<file path="src/rtl/fetch_stage_pkg.sv">
// Shared widths, FSM state encoding and instruction field positions for the fetch stage.
package fetch_stage_pkg;

  localparam int unsigned ADDR_W  = 5;
  localparam int unsigned INSTR_W = 20;
  localparam int unsigned CNT_W   = 16;

  typedef enum logic [1:0] {
    ST_IDLE = 2'd0,
    ST_RUN  = 2'd1,
    ST_DONE = 2'd2
  } fetch_state_t;

  // Instruction field positions (msb/lsb); imm5 overlaps the low bit of rt.
  localparam int unsigned OPC_MSB  = 19;
  localparam int unsigned OPC_LSB  = 16;
  localparam int unsigned RD_MSB   = 15;
  localparam int unsigned RD_LSB   = 12;
  localparam int unsigned RS_MSB   = 11;
  localparam int unsigned RS_LSB   = 8;
  localparam int unsigned RT_MSB   = 7;
  localparam int unsigned RT_LSB   = 4;
  localparam int unsigned IMM5_MSB = 4;
  localparam int unsigned IMM5_LSB = 0;

  function automatic logic [3:0] instr_opcode(input logic [INSTR_W-1:0] instr);
    return instr[OPC_MSB:OPC_LSB];
  endfunction

endpackage

</file>
<file path="src/rtl/fetch_perf_cnt.sv">
// Saturating fetch and stall event counters for the fetch stage.
module fetch_perf_cnt
  import fetch_stage_pkg::*;
(
  input  logic             clk,
  input  logic             rst_n,
  input  logic             clr,
  input  logic             fetch_inc,
  input  logic             stall_inc,
  output logic [CNT_W-1:0] fetch_cnt,
  output logic [CNT_W-1:0] stall_cnt
);

  localparam logic [CNT_W-1:0] CNT_MAX = '1;

  always_ff @(posedge clk or negedge rst_n) begin
    if (!rst_n) begin
      fetch_cnt <= '0;
      stall_cnt <= '0;
    end else if (clr) begin
      fetch_cnt <= '0;
      stall_cnt <= '0;
    end else begin
      if (fetch_inc && (fetch_cnt != CNT_MAX)) fetch_cnt <= fetch_cnt + CNT_W'(1);
      if (stall_inc && (stall_cnt != CNT_MAX)) stall_cnt <= stall_cnt + CNT_W'(1);
    end
  end

endmodule

</file>
<file path="src/rtl/fetch_stage.sv">
// Instruction-fetch stage: owns the PC, drives the instruction port and fills IF/ID.
// Optional perf counters are enabled with FETCH_PERF_CNT_EN.
module fetch_stage
  import fetch_stage_pkg::*;
#(
  parameter logic [ADDR_W-1:0] RESET_PC = ADDR_W'(0),
  parameter logic [ADDR_W-1:0] LAST_PC  = ADDR_W'(27)
) (
  input  logic               Clock,
  input  logic               Resetn,
  input  logic               start_i,
  input  logic               stall_i,
  input  logic               redirect_i,
  input  logic [ADDR_W-1:0]  redirect_pc_i,
  output logic [ADDR_W-1:0]  imem_addr_o,
  input  logic [INSTR_W-1:0] imem_q_i,
  output logic [INSTR_W-1:0] if_instr_o,
  output logic [ADDR_W-1:0]  if_pc_o,
  output logic               if_valid_o,
  output logic               running_o,
  output logic               done_o
`ifdef FETCH_PERF_CNT_EN
  ,
  output logic [CNT_W-1:0]   fetch_cnt_o,
  output logic [CNT_W-1:0]   stall_cnt_o
`endif
);

  fetch_state_t       state, state_nx;
  logic [ADDR_W-1:0]  pc, pc_nx;
  logic [INSTR_W-1:0] instr_nx;
  logic [ADDR_W-1:0]  if_pc_nx;
  logic               valid_nx;

  assign imem_addr_o = pc;

  always_ff @(posedge Clock or negedge Resetn) begin
    if (!Resetn) begin
      state      <= ST_IDLE;
      pc         <= RESET_PC;
      if_instr_o <= '0;
      if_pc_o    <= '0;
      if_valid_o <= 1'b0;
      running_o  <= 1'b0;
      done_o     <= 1'b0;
    end else begin
      state      <= state_nx;
      pc         <= pc_nx;
      if_instr_o <= instr_nx;
      if_pc_o    <= if_pc_nx;
      if_valid_o <= valid_nx;
      running_o  <= (state_nx == ST_RUN);
      done_o     <= (state_nx == ST_DONE);
    end
  end

  // Redirect outranks stall in RUN and DONE; IDLE only listens to start.
  always_comb begin
    state_nx = state;
    pc_nx    = pc;
    instr_nx = if_instr_o;
    if_pc_nx = if_pc_o;
    valid_nx = if_valid_o;
    unique case (state)
      ST_IDLE: begin
        valid_nx = 1'b0;
        if (start_i) begin
          state_nx = ST_RUN;
          pc_nx    = RESET_PC;
        end
      end
      ST_RUN: begin
        if (redirect_i) begin
          pc_nx    = redirect_pc_i;
          valid_nx = 1'b0;
          state_nx = (redirect_pc_i <= LAST_PC) ? ST_RUN : ST_DONE;
        end else if (!stall_i) begin
          instr_nx = imem_q_i;
          if_pc_nx = pc;
          valid_nx = 1'b1;
          pc_nx    = ADDR_W'(pc + ADDR_W'(1));
          if (pc == LAST_PC) state_nx = ST_DONE;
        end
      end
      ST_DONE: begin
        if (redirect_i) begin
          pc_nx    = redirect_pc_i;
          valid_nx = 1'b0;
          state_nx = (redirect_pc_i <= LAST_PC) ? ST_RUN : ST_DONE;
        end else if (!stall_i) begin
          valid_nx = 1'b0;
        end
      end
      default: begin
        state_nx = ST_IDLE;
        valid_nx = 1'b0;
      end
    endcase
  end

`ifdef FETCH_PERF_CNT_EN
  logic cnt_clr, cnt_fetch, cnt_stall;

  assign cnt_clr   = (state == ST_IDLE) && start_i;
  assign cnt_fetch = (state == ST_RUN) && !redirect_i && !stall_i;
  assign cnt_stall = (state == ST_RUN) && !redirect_i && stall_i;

  fetch_perf_cnt u_perf (
    .clk       (Clock),
    .rst_n     (Resetn),
    .clr       (cnt_clr),
    .fetch_inc (cnt_fetch),
    .stall_inc (cnt_stall),
    .fetch_cnt (fetch_cnt_o),
    .stall_cnt (stall_cnt_o)
  );
`endif

endmodule
</file>
<file path="config.mk">
export PLATFORM = sky130hd
export DESIGN_NAME = fetch_stage
export DESIGN_NICKNAME = d
export VERILOG_FILES = /design/src/rtl/fetch_stage_pkg.sv /design/src/rtl/fetch_perf_cnt.sv /design/src/rtl/fetch_stage.sv
export SDC_FILE = /design/constraint.sdc
export NUM_CORES = 1
export LEC_CHECK = 0
export BUFFER_PORTS_ARGS = -buffer_cell sky130_fd_sc_hd__buf_2
export CORE_MARGIN = 2
export CORE_UTILIZATION = 50
export DETAILED_ROUTE_END_ITERATION = 12
export PLACE_DENSITY = 0.91
export SYNTH_ARGS = -nofsm -noshare
export SYNTH_HDL_FRONTEND = slang
export SYNTH_SLANG_ARGS = --single-unit
</file>
<file path="constraint.sdc">
create_clock -name Clock -period 4.4 [get_ports Clock]
set_clock_uncertainty 0.15 [all_clocks]
set_input_delay 1.32 -clock Clock [delete_from_list [all_inputs] [get_ports Clock]]
set_output_delay 1.32 -clock Clock [all_outputs]
set_load 0.01 [all_outputs]
</file>
==> results of run 1 <==
==> registers in the layout, indices dropped and copies added (netlist names) <==
signal	flops
if_instr_o	20
done_o	1
state	2
if_valid_o	1
if_pc_o	5
running_o	1
imem_addr_o	5
==> metrics by stage <==
| step | utilization (%) | worst slack (ns) |
|---|---|---|
| floorplan | - | 1.84 |
| global placement | 63.8 | 1.52 |
| detailed placement | 63.8 | 1.44 |
| CTS | 66.4 | 1.80 |
| global route | 66.4 | 1.74 |
| finish | 66.4 | 1.82 |
==> cells by family (layout without fill, tap and decap cells) <==
family                     Yosys count  after routing  synth area share (%)
AOI/OAI and AO/OA                   17             17                  8.52
xor gates and xnor gates             3              3                  1.63
adders and majority gates            6              6                  4.65
buffers and inverters                7             74                  3.02
DFF                                 35             35                  54.2
muxes                               27             27                  18.7
and+or+nand+nor                     24             24                  9.30
==> layout make-up <==
cell class / instances / share of cell area, %
inverters: 4 / 0.740
well taps: 44 / 2.71
clock buffers: 5 / 1.85
multi-input cells: 77 / 34.1
clock inverters: 3 / 2.16
repair buffers: 62 / 15.3
flip-flops and latches: 35 / 43.2
==> power by group through the flow <==
stage               registers (mW)  clock network [mW]  logic, mW
detailed placement           0.572                   0      0.572
global placement             0.561                   0      0.546
finish                       0.565               0.230      0.567
floorplan                    0.628                   0      0.290
global route                 0.585               0.247      0.627
CTS                          0.565               0.235      0.572
==> worst max-delay path, delay by kind of cell <==
family        cells  cell delay [ns]
simple gates      2             0.75
mux               1             0.41
buf+inv           1             0.16
==> worst paths after layout <==
path | slack, ns | from | endpoint | cells past startpoint
max in group asynchronous | 2.75 | Resetn | if_pc_o[1] | 1
max | 1.82 | redirect_i | if_pc_o[4] | 4
min in group asynchronous | 0.88 | Resetn | if_instr_o[13] | 1
max reg2reg | 2.14 | state[1] | if_pc_o[4] | 5
min reg2reg | 0.36 | if_instr_o[0] | if_instr_o[0] | 1
min | 0.36 | if_instr_o[0] | if_instr_o[0] | 1
==> layout by cell type, fill, tap and decap left out, types with 2 or more instances in the layout <==
cell type | synthesis | layout
a21oi_1 | 2 | 2
a221oi_1 | 2 | 2
a22o_1 | 2 | 2
a22oi_1 | 2 | 2
buf_2 | 0 | 62
clkbuf_4 | 0 | 5
dfrtp_1 | 35 | 35
ha_1 | 6 | 6
inv_1 | 4 | 4
mux2_2 | 25 | 25
mux2i_1 | 2 | 2
nand2_1 | 2 | 2
nand3_1 | 2 | 2
nand4_1 | 2 | 2
nor2_1 | 5 | 5
nor2b_1 | 4 | 4
nor3_1 | 2 | 2
o21ai_0 | 4 | 4
xnor2_1 | 2 | 2
==> layer usage <==
metal  wire (um)  vias to the layer above  track usage, %
met5           0                        -               0
met4          76                        0            10.6
met3         268                        7            4.90
met2        1620                       58            31.3
met1        1350                      583            23.7
li1            -                      560               -
==> summary.txt, run 1 <==
Place
  • # port buffers: slightly above 60
  • Post-DP HPWL: roughly 2.5 mm
  • Routability cong.: roughly 0.83
  • Placed Area: 1950 um^2
  • Placed cells: 222

Global routing
  • Initial antenna violation count: 0
  • Largest net degree at the start of global routing: 36
  • Total track usage: 19.3%
  • Gr ovfl total: 0
  • Vias in the first global route: 1,128
  • First-pass GRT wire length: between 5 and 6 mm

Worst setup path
  • Crit Path Class: input pin to flop
  • Slowest-stage cell, CP: nor2_4
  • CP max stage delay: 0.54 ns
  • Critical-path cell list: buf_2 -> nand2b_1 -> nor2_4 -> mux2_2
  • Setup crit end kind: flop
  • Critical path arrival: 2.66 ns
  • Critical path peak fanout: 25
  • Critical Path RT: ~4.5 ns
  • Startpoint Class: input pin

Routing
  • Routed wire length per instance: about 14 um
  • DRT Wirelength: roughly 3.3 mm
  • Post-detailed-route count of antenna-violating nets: 0
  • DR vias/cell: about 5.3
  • Via count: roughly 1,200
  • DR pass1 iterations: 4
  • Number of remaining DRC errors: 0
  • Drt first-iter violations: 52

Logic synthesis
  • Main synth FF type: dfrtp_1
  • Most common cell in the synthesized netlist: dfrtp_1
  • Fraction of registers with async set/reset: 100%
  • Number of synthesized flops with an enable pin: 0
  • Synthesized instance count: between 100 and 150
  • Synthesized area per cell: 13.6 um^2
  • Top post-synthesis cells by count: dfrtp_1, mux2_2, ha_1
  • Mapped cell area: ~1600 um^2
  • Yosys reg bits: 35
  • Distinct cells, synth: 31
  • Yosys warning count: 0
  • Post-synth top area cell: dfrtp_1
  • Sequential cell area fraction in the yosys report: between 50% and 60%
  • Syn Nets: between 150 and 200
  • Ranking of synthesized cells by area: dfrtp_1, mux2_2, ha_1, buf_6, o221ai_4
  • Top cell type's share of synthesized area: between 50% and 60%

Power and ir drop
  • Power per Cell Area: between 600 and 700 nW/um^2
  • Clock network fraction of total power: 16.9%
  • P_sw: 0.494 mW
  • Leakage: between 1 and 1.5 nW
  • Reg power frac: ~42%
  • Comb pwr share: approximately two fifths
  • Sw Ratio: 36.2%
  • Peak supply drop: 0.311 mV
  • Pint: 0.869 mW
  • Design Power: 1.36 mW

Clock tree
  • Clk buf depth: 2
  • Cts bufs inserted: 5
  • Clock Sinks: 35
  • Clock-pin slew on the worst setup and hold paths: 0.10 ns
  • Worst-skew pair later-pin latency: between 0.3 and 0.4 ns
  • Post-CTS Setup Bufs: 0
  • Hold-fix buffers, CTS: 0
  • # resized after CTS: 0
  • CTS HTree Levels: 2
  • CTS Root Cell: clkbuf_4
  • CTS tree: built

STA
  • Final-report setup violation count: 0
  • Setup tns final: 0 ns
  • Final-report max-slew violation count: 0
  • RSZ-0062 raised after global routing: false
  • Fmax: 387 MHz
  • Final hold vios: 0
  • Final Cycle Share: between 50% and 60%
  • Tmin final: about 2.6 ns
  • Actual slew at the worst max-slew pin: 0.743 ns
  • Slew headroom: roughly half
  • Hold Worst Slack: 0.364 ns

Die
  • Initial Utilization: around 53%
  • Die X: about 61 um
  • Die height: just over 60 um
  • Die area: approximately 3700 um^2
  • Core Rows: 20
  • I/O pin total: 63
  • Core area: approximately 3000 um^2

Finish
  • Final cell count without fillers: between 200 and 250
  • ANT cells: 0
  • Multi-input gate area: between 600 and 700 um^2
  • Final non-filler cell area: between 2000 and 2500 um^2
  • Layout cells sized above 1: approximately 53%
  • Layout overhead on the synthesized area: 25.6%
  • FF/Latch Area: just under 900 um^2
  • Final #Nets: around 220
  • Fillcell total: approximately 240

Status
  • Outcome: finished, final reports clean

Worst hold path
  • Hold WC Path Type: flop to flop

Run
  • Total of max-cap violations: 0
Note: power is estimated with default switching activity, not from simulation.
==> run 2, diff against run 1 <==
--- a/config.mk
+++ b/config.mk
@@ -7,9 +7,9 @@
 export LEC_CHECK = 0
 export BUFFER_PORTS_ARGS = -buffer_cell sky130_fd_sc_hd__buf_2
 export CORE_MARGIN = 2
-export CORE_UTILIZATION = 50
+export CORE_UTILIZATION = 43
 export DETAILED_ROUTE_END_ITERATION = 12
-export PLACE_DENSITY = 0.91
+export PLACE_DENSITY = 0.84
 export SYNTH_ARGS = -nofsm -noshare
 export SYNTH_HDL_FRONTEND = slang
 export SYNTH_SLANG_ARGS = --single-unit
==> constraint.sdc (replaced) <==
create_clock -name Clock -period 2.3 [get_ports Clock]
set_clock_uncertainty 0.15 [all_clocks]
set_input_delay 0.69 -clock Clock [delete_from_list [all_inputs] [get_ports Clock]]
set_output_delay 0.69 -clock Clock [all_outputs]
set_load 0.01 [all_outputs]
==> summary.txt, run 2 (synthesis gave the netlist of run 1 again) <==
Status
  • Outcome: finished, final reports clean

Finish
  • Largest register FFs: 20
  • Layout cells sized above 1: 52.7%
  • Final #Nets: ~220
  • ANT cells: 0
  • Top reg by flops: if_instr_o
  • Commonest non-fill, non-tap cell in the layout: buf_2
  • Most frequent cells in the layout: buf_2, dfrtp_1, mux2_2
  • Fillcell total: about 340
  • Layout overhead on the synthesized area: 31.5%

Die
  • I/O pin total: between 60 and 70
  • Core Rows: 22
  • Initial Utilization: 44.5%
  • Die X: 65.3 um
  • Die area: between 4000 and 5000 um^2
  • Die height: ~65 um
  • Core area: between 3000 and 4000 um^2

Clock tree
  • Post-CTS Setup Bufs: 0
  • Cts bufs inserted: 5
  • CTS tree: built
  • Hold-fix buffers, CTS: 0
  • Clock-pin slew on the worst setup and hold paths: approximately 0.07 ns
  • CTS Root Cell: clkbuf_8
  • # resized after CTS: 0
  • CTS HTree Levels: 2
  • Clock Sinks: 35
  • Worst-skew pair later-pin latency: roughly 0.27 ns
  • Clk buf depth: 2

Worst setup path
  • Critical R2R Capture: if_instr_o[3]
  • Critical path's top delay family: flip-flops
  • Slowest-stage cell, CP: dfrtp_1
  • WP buf/inv: 2
  • CP max stage delay: 0.43 ns
  • Start point of the critical path: state[1]
  • Crit Path Class: flop to flop
  • Worst Setup EP: if_instr_o[3]
  • Startpoint Class: flop
  • Critical path peak fanout: 25
  • Setup crit end kind: flop
  • Critical path depth in cells: 6
  • Critical-path cell list: inv_1 -> ha_1 -> nand2b_1 -> nor2_4 -> buf_12 -> mux2_2
  • Critical path arrival: about 2.0 ns
  • Reg2reg setup slack: 0.32 ns
  • Critical Path RT: 2.30 ns
  • RR Startpoint: state[1]
  • Worst reg2reg path depth: 6

Worst hold path
  • Hold WC Path Type: input pin to async pin

Global routing
  • Initial antenna violation count: 0
  • Total track usage: between 15 and 20%
  • First-pass GRT wire length: about 5.3 mm
  • Gr ovfl total: 0
  • Largest net degree at the start of global routing: 36
  • Vias in the first global route: between 1,000 and 1,500

Place
  • Routability cong.: between 0.8 and 0.9
  • Post-DP HPWL: between 2 and 2.5 mm
  • # port buffers: 62
  • Worst setup slack after placement: between 0.2 and 0.3 ns

STA
  • Final-report setup violation count: 0
  • Fmax: slightly above 500 MHz
  • Slew headroom: 75.5%
  • Final WS setup: 0.315 ns
  • RSZ-0062 raised after global routing: false
  • Final hold vios: 0
  • Hold Worst Slack: ~0.22 ns
  • Final-report max-slew violation count: 0
  • Final Cycle Share: 86.3%
  • Setup tns final: 0 ns
  • Actual slew at the worst max-slew pin: about 0.37 ns
  • Tmin final: a little under 2 ns

Run
  • Total of max-cap violations: 0

Routing
  • Routed wire length per instance: 13.5 um
  • Number of remaining DRC errors: 0
  • DR pass1 iterations: 4
  • Post-detailed-route count of antenna-violating nets: 0
  • Drt first-iter violations: 50
  • Via count: approximately 1,200
  • DR vias/cell: ~5.1
  • DRT Wirelength: 3.18 mm

Power and ir drop
  • Reg power frac: between 30% and 40%
  • Comb pwr share: 38.8%
  • Clock network fraction of total power: approximately 23%
  • Design Power: approximately 2.8 mW
  • Leakage: around 1.1 nW
  • P_sw: ~0.91 mW
  • Sw Ratio: between 30% and 40%
  • Peak supply drop: between 0.6 and 0.7 mV
  • Pint: approximately 1.9 mW
  • Power per Cell Area: 1320 nW/um^2
run 2: cell type report:
cell class / instances / area, um^2 / share of cell area (%)
inverter: 4 / 15.0 / 0.707
tap: 48 / 60.1 / 2.83
clock inverter: 2 / 60.1 / 2.83
multi-input combinational: 77 / 691 / 32.5
timing repair buffer: 64 / 350 / 16.5
sequential: 35 / 876 / 41.2
clock buffer: 6 / 72.6 / 3.42
run 2: power by group through the flow:
stage                     clock network [mW]  logic, mW  registers, mW
final                                  0.630       1.08           1.08
after global routing                   0.685       1.20           1.12
after CTS                              0.655       1.10           1.09
after detailed placement                   0       1.10           1.10
after global placement                     0       1.07           1.08
after floorplan                            0      0.556           1.20
run 2: per-layer routing:
metal / wire length (um) / GRT usage, % / vias up
li1: - / - / 568
met1: 1330 / 19.2 / 583
met2: 1580 / 27.2 / 43
met3: 211 / 3.60 / 4
met4: 60 / 8.59 / 0
met5: 0 / 0 / -
run 2: how the worst min path moves through the flow:
stage,startpoint,slack [ns],cells after the start,endpoint
global placement,if_instr_o[8],0.33,1,if_instr_o[8]
detailed placement,if_instr_o[0],0.34,1,if_instr_o[0]
global route,Resetn,0.22,2,if_instr_o[10]
CTS,Resetn,0.22,2,if_instr_o[15]
finish,Resetn,0.22,2,if_pc_o[2]
floorplan,Resetn,0.24,0,done_o
run 2: metrics by stage:
step,area (um^2),utilization (%),instances
finish,2120,58.5,236
global route,2120,58.5,236
detailed placement,1990,54.8,228
CTS,2120,58.5,236
global placement,1990,54.8,228
floorplan,1620,-,119
